<file path="config.mk">
export PLATFORM = sky130hd
export DESIGN_NAME = minmax_tracker4_flat
export DESIGN_NICKNAME = d
export VERILOG_FILES = /design/src/rtl/minmax_tracker4_if.sv /design/src/rtl/minmax_tracker4.sv /design/src/flat_wrapper.sv
export SDC_FILE = /design/constraint.sdc
export NUM_CORES = 1
export LEC_CHECK = 0
export CAP_MARGIN = 20
export CORE_MARGIN = 5
export CORE_UTILIZATION = 40
export CTS_CLUSTER_SIZE = 25
export DETAILED_ROUTE_END_ITERATION = 10
export HOLD_SLACK_MARGIN = 0.15
export MAX_ROUTING_LAYER = met4
export PLACE_DENSITY = 0.66
export SETUP_SLACK_MARGIN = 0.3
export SYNTH_ARGS = -nofsm -noshare
export SYNTH_HDL_FRONTEND = slang
export SYNTH_SLANG_ARGS = --single-unit
</file>
<file path="constraint.sdc">
create_clock -name clk -period 2.05 [get_ports clk]
set_input_delay 0.41 -clock clk [delete_from_list [all_inputs] [get_ports clk]]
set_output_delay 0.41 -clock clk [all_outputs]
set_load 0.02 [all_outputs]
</file>
<file path="src/rtl/minmax_tracker4_if.sv">
// Handshake and result bundle of the streaming min/max tracker.
// The master side feeds frames; the slave side is the tracker itself.
interface minmax_tracker4_if #(
    parameter int WIDTH = 4,
    parameter int CNT_W = 8
);
    logic             start;
    logic             in_valid;
    logic [WIDTH-1:0] in_data;
    logic             in_last;
    logic             in_ready;
    logic [WIDTH-1:0] max_val;
    logic [WIDTH-1:0] min_val;
    logic [CNT_W-1:0] count;
    logic             busy;
    logic             done;

    modport master (
        output start, in_valid, in_data, in_last,
        input  in_ready, max_val, min_val, count, busy, done
    );

    modport slave (
        input  start, in_valid, in_data, in_last,
        output in_ready, max_val, min_val, count, busy, done
    );
endinterface

</file>
<file path="src/rtl/minmax_tracker4.sv">
// Per-frame running max/min/sample-count tracker for unsigned samples.
// A frame runs from start to the in_last beat; results hold until the next start.
module minmax_tracker4 #(
    parameter int WIDTH = 4,
    parameter int CNT_W = 8
) (
    input logic clk,
    input logic rst_n,
    minmax_tracker4_if.slave bus
);
    typedef enum logic [1:0] {IDLE, RUN, DONE} state_t;

    localparam logic [CNT_W-1:0] CNT_MAX = {CNT_W{1'b1}};
    localparam logic [WIDTH-1:0] ALL_ONE = {WIDTH{1'b1}};

    state_t           state;
    logic [WIDTH-1:0] max_q, min_q;
    logic [CNT_W-1:0] cnt_q;
    logic             ready_q, busy_q, done_q;
    logic             beat;

    // ready_q is high exactly in RUN, so this is the accept condition
    assign beat = bus.in_valid & ready_q;

    always_ff @(posedge clk or negedge rst_n) begin
        if (!rst_n) begin
            state   <= IDLE;
            max_q   <= '0;
            min_q   <= ALL_ONE;
            cnt_q   <= '0;
            ready_q <= 1'b0;
            busy_q  <= 1'b0;
            done_q  <= 1'b0;
        end else begin
            done_q <= 1'b0;
            case (state)
                IDLE, DONE: begin
                    if (bus.start) begin
                        state   <= RUN;
                        max_q   <= '0;
                        min_q   <= ALL_ONE;
                        cnt_q   <= '0;
                        ready_q <= 1'b1;
                        busy_q  <= 1'b1;
                    end else begin
                        state <= IDLE;
                    end
                end
                RUN: begin
                    if (beat) begin
                        // first beat seeds both extremes regardless of their cleared values
                        if (cnt_q == '0) begin
                            max_q <= bus.in_data;
                            min_q <= bus.in_data;
                        end else begin
                            if (bus.in_data > max_q) max_q <= bus.in_data;
                            if (bus.in_data < min_q) min_q <= bus.in_data;
                        end
                        if (cnt_q != CNT_MAX) cnt_q <= cnt_q + 1'b1;
                        if (bus.in_last) begin
                            state   <= DONE;
                            ready_q <= 1'b0;
                            busy_q  <= 1'b0;
                            done_q  <= 1'b1;
                        end
                    end
                end
                default: begin
                    state   <= IDLE;
                    ready_q <= 1'b0;
                    busy_q  <= 1'b0;
                end
            endcase
        end
    end

    assign bus.max_val  = max_q;
    assign bus.min_val  = min_q;
    assign bus.count    = cnt_q;
    assign bus.in_ready = ready_q;
    assign bus.busy     = busy_q;
    assign bus.done     = done_q;
endmodule
</file>
<file path="src/flat_wrapper.sv">
// flat-port wrapper written by rule: the top's interface ports become plain ports
module minmax_tracker4_flat 
#(
    parameter int WIDTH = 4,
    parameter int CNT_W = 8
)
  (clk, rst_n, bus_start, bus_in_valid, bus_in_data, bus_in_last, bus_in_ready, bus_max_val, bus_min_val, bus_count, bus_busy, bus_done);
  minmax_tracker4_if #(.WIDTH(WIDTH), .CNT_W(CNT_W)) bus_i ();
  input logic clk;
  input logic rst_n;
  input wire logic [$bits(bus_i.start)-1:0] bus_start;
  input wire logic [$bits(bus_i.in_valid)-1:0] bus_in_valid;
  input wire logic [$bits(bus_i.in_data)-1:0] bus_in_data;
  input wire logic [$bits(bus_i.in_last)-1:0] bus_in_last;
  output wire logic [$bits(bus_i.in_ready)-1:0] bus_in_ready;
  output wire logic [$bits(bus_i.max_val)-1:0] bus_max_val;
  output wire logic [$bits(bus_i.min_val)-1:0] bus_min_val;
  output wire logic [$bits(bus_i.count)-1:0] bus_count;
  output wire logic [$bits(bus_i.busy)-1:0] bus_busy;
  output wire logic [$bits(bus_i.done)-1:0] bus_done;
  assign bus_i.start = bus_start;
  assign bus_i.in_valid = bus_in_valid;
  assign bus_i.in_data = bus_in_data;
  assign bus_i.in_last = bus_in_last;
  assign bus_in_ready = bus_i.in_ready;
  assign bus_max_val = bus_i.max_val;
  assign bus_min_val = bus_i.min_val;
  assign bus_count = bus_i.count;
  assign bus_busy = bus_i.busy;
  assign bus_done = bus_i.done;
  minmax_tracker4 #(.WIDTH(WIDTH), .CNT_W(CNT_W)) u_core (.clk(clk), .rst_n(rst_n), .bus(bus_i));
endmodule
</file>
==> impl_metrics.tcl <==
set metrics [dict create \
    status "finished clean" \
    synth-main-ff-cell "dfrtp_1" \
    layout-drive-gt1-share 0.287 \
    die_x_um 65.9 \
    peakVddDrop_v 0.000676 \
    fillers 266 \
    vias 1134 \
    yosys_register_bits 20 \
    tightest_slew_ns 0.353 \
    cts_tree "built" \
    p_int_w 0.00130 \
    drt-pass1-iter-count 4 \
    grt_pass1_vias 1165 \
    combPwrFrac 0.619 \
    drc_errors 0 \
    grtUsageMet3 0.0306 \
    antenna_found_initial 0 \
    netSwitchingFraction 0.432 \
    cts_sinks 20 \
    fmax_mhz 541 \
    async_reset_ff_frac 1.00 \
    cts_root_buf "clkbuf_4" \
    path_cells "inv_2 > ha_4 > or4b_4 > o211ai_1 > o31a_1 > o221ai_1" \
    path_max_fanout 4 \
    multiInputGateArea_um2 777 \
    max-cap-violations 0 \
    via_per_inst 5.20 \
    finalHoldViolCount 0 \
    setup_viol 0 \
    rrSetupSlack_ns 0.20 \
    grt_max_degree 21 \
    power_density_mw_per_mm2 1250 \
    drv_slew 0 \
    busiest_layer "met2" \
    h-tree-depth 1 \
    cts_max_path_buffers 2 \
    clockPowerShare 0.101 \
    clkTransAtPathRegs_ns 0.12 \
    drt_iter0_drc 34 \
    pwr-share-seq 0.280 \
    area_growth_pct 46.2 \
    rr_endpoint "u_core.bus.max_val[3]" \
    relSlewSlack 0.764 \
    layout_common_cells "dlygate4sd2_1 (18), buf_4 (18), dfrtp_1 (14)" \
    grt_overflow 0 \
    met1_usage 0.195 \
    slowest_stage "or4b_4" \
    finalClockSkew_ns 0.00573 \
    num_rows 20 \
    io_pins 28 \
    io_buffers 27 \
    avgSynthCellArea_um2 9.77 \
    cp.arrival_ns 2.03 \
    ant_nets 0 \
    yosysWarnings 0 \
    path_class "flop to flop" \
    diodes 0 \
    synth_edf_count 0 \
    max_stage_delay_ns 0.48 \
    min_period_over_period 0.902 \
    grt_pass1_wl_mm 5.42 \
    final_util 0.604 \
    initial_core_util 0.413 \
    clock_latency_ns 0.30 \
    regArea_um2 508 \
    ctsHoldBuffers 0 \
    power.switching_w 0.000987 \
    dp_hpwl_mm 2.42 \
    final_nets 193 \
    gp_congestion 0.816 \
    syn-instance-count 128 \
    wl_per_cell_um 14.9 \
    r2r-start "u_core.bus.count[1]" \
    syn_area_mm2 0.00125 \
    rsz0062_at_grt "yes" \
    ys_types 38 \
    end_kind "flop" \
    fin_crit_ns 1.85 \
    use_met2 0.289 \
    die_y_um 65.9 \
    power_w 0.00228 \
    required_ns 2.23 \
    post-place-ws_ns -0.0930 \
    routed_wl_mm 3.24 \
    hp-class "input pin to asynchronous set/reset pin" \
    r2r_cells 6 \
    core-area_mm2 0.00303 \
    die_area_mm2 0.00434 \
    start_kind "flop" \
    cts_inserted_buffers 3 \
    leakagePower_nw 0.881 \
    synth-seq-area-share 0.404 \
    fin_ws_ns 0.201 \
    synth_nets 146 \
    grt.total_usage 0.168 \
]
## per-layer routing
metal  routed length [um]  vias up
li1                     -      565
met1                 1410      541
met2                 1670       24
met3                  122        4
met4                   40        0
met5                    0        -
## critical path: cells and delay by family, from the launching register on
| kind | cells | cell delay, ns |
|---|---|---|
| compound gates | 3 | 0.63 |
| fa+ha+maj | 1 | 0.12 |
| flops | 1 | 0.44 |
| buf+inv | 1 | 0.07 |
| simple gates | 1 | 0.48 |
## cell families after synthesis
kind of cell | after synthesis | share of synthesized area
compound gates | 37 | 0.233
simple gates | 40 | 0.175
flops | 20 | 0.404
mux | 4 | 0.0360
buf+inv | 18 | 0.0611
fa+ha+maj | 9 | 0.0901
## sequential cells by signal, indices dropped and copies added (netlist names)
name / count
u_core.bus.done: 1
u_core.bus.min_val: 4
u_core.bus.max_val: 4
u_core.bus.count: 8
u_core.bus.busy: 1
u_core.state: 2
## how the worst max path moves through the flow
stage	to	slack [ns]	from	cells after the start
2_1_floorplan	u_core.bus.min_val[0]	0.24	u_core.bus.count[0]	6
3_5_place_dp	u_core.bus.min_val[2]	-0.09	bus_in_data[3]	7
6_report	u_core.bus.max_val[3]	0.20	u_core.bus.count[1]	6
5_1_grt	u_core.bus.max_val[0]	0.12	u_core.bus.count[1]	6
3_3_place_gp	u_core.bus.max_val[3]	-0.09	bus_in_data[3]	7
4_1_cts	u_core.bus.max_val[3]	0.18	u_core.bus.count[0]	6
## power groups by stage
stage	combinational [W]	sequential, W	clock, W
3_5_place_dp	0.00133	0.000660	0
4_1_cts	0.00139	0.000644	0.000244
6_report	0.00141	0.000640	0.000231
2_1_floorplan	0.000723	0.000784	0
3_3_place_gp	0.00131	0.000651	0
5_1_grt	0.00154	0.000663	0.000273
## Yosys cell counts, types with 3 or more instances
cell,count,area share
dfrtp_1,16,0.32
inv_1,14,0.042
nor2_1,10,0.030
ha_1,9,0.090
o21ai_0,9,0.036
nand2_1,7,0.021
nand3_1,5,0.020
o221ai_1,5,0.035
a32oi_1,4,0.028
dfstp_2,4,0.084
nand2b_1,4,0.020
o31ai_1,4,0.024
mux2i_1,3,0.024
## timing repair
action,4_1_cts,5_1_grt
pin swaps,6,6
setup endpoints to repair,25,13
resized for setup,30,7
buffers inserted,5,2
## stage by stage
step / TNS (ns) / instances / instance area [um^2] / hold WS [ns]
2_1_floorplan: 0 / 128 / 1300 / 0.114
3_3_place_gp: -0.608 / 207 / 1690 / 0.492
3_5_place_dp: -0.475 / 207 / 1690 / 0.504
4_1_cts: 0 / 216 / 1790 / 0.432
5_1_grt: 0 / 218 / 1830 / 0.430
6_report: 0 / 218 / 1830 / 0.433
## area by class of cell
| cell class | instances | share of cell area |
|---|---|---|
| clock buffers | 4 | 0.0198 |
| inverters | 14 | 0.0287 |
| multi-input cells | 90 | 0.425 |
| flip-flops and latches | 20 | 0.278 |
| well taps | 44 | 0.0301 |
| repair buffers | 46 | 0.218 |
Note: power is estimated with default switching activity, not from simulation.
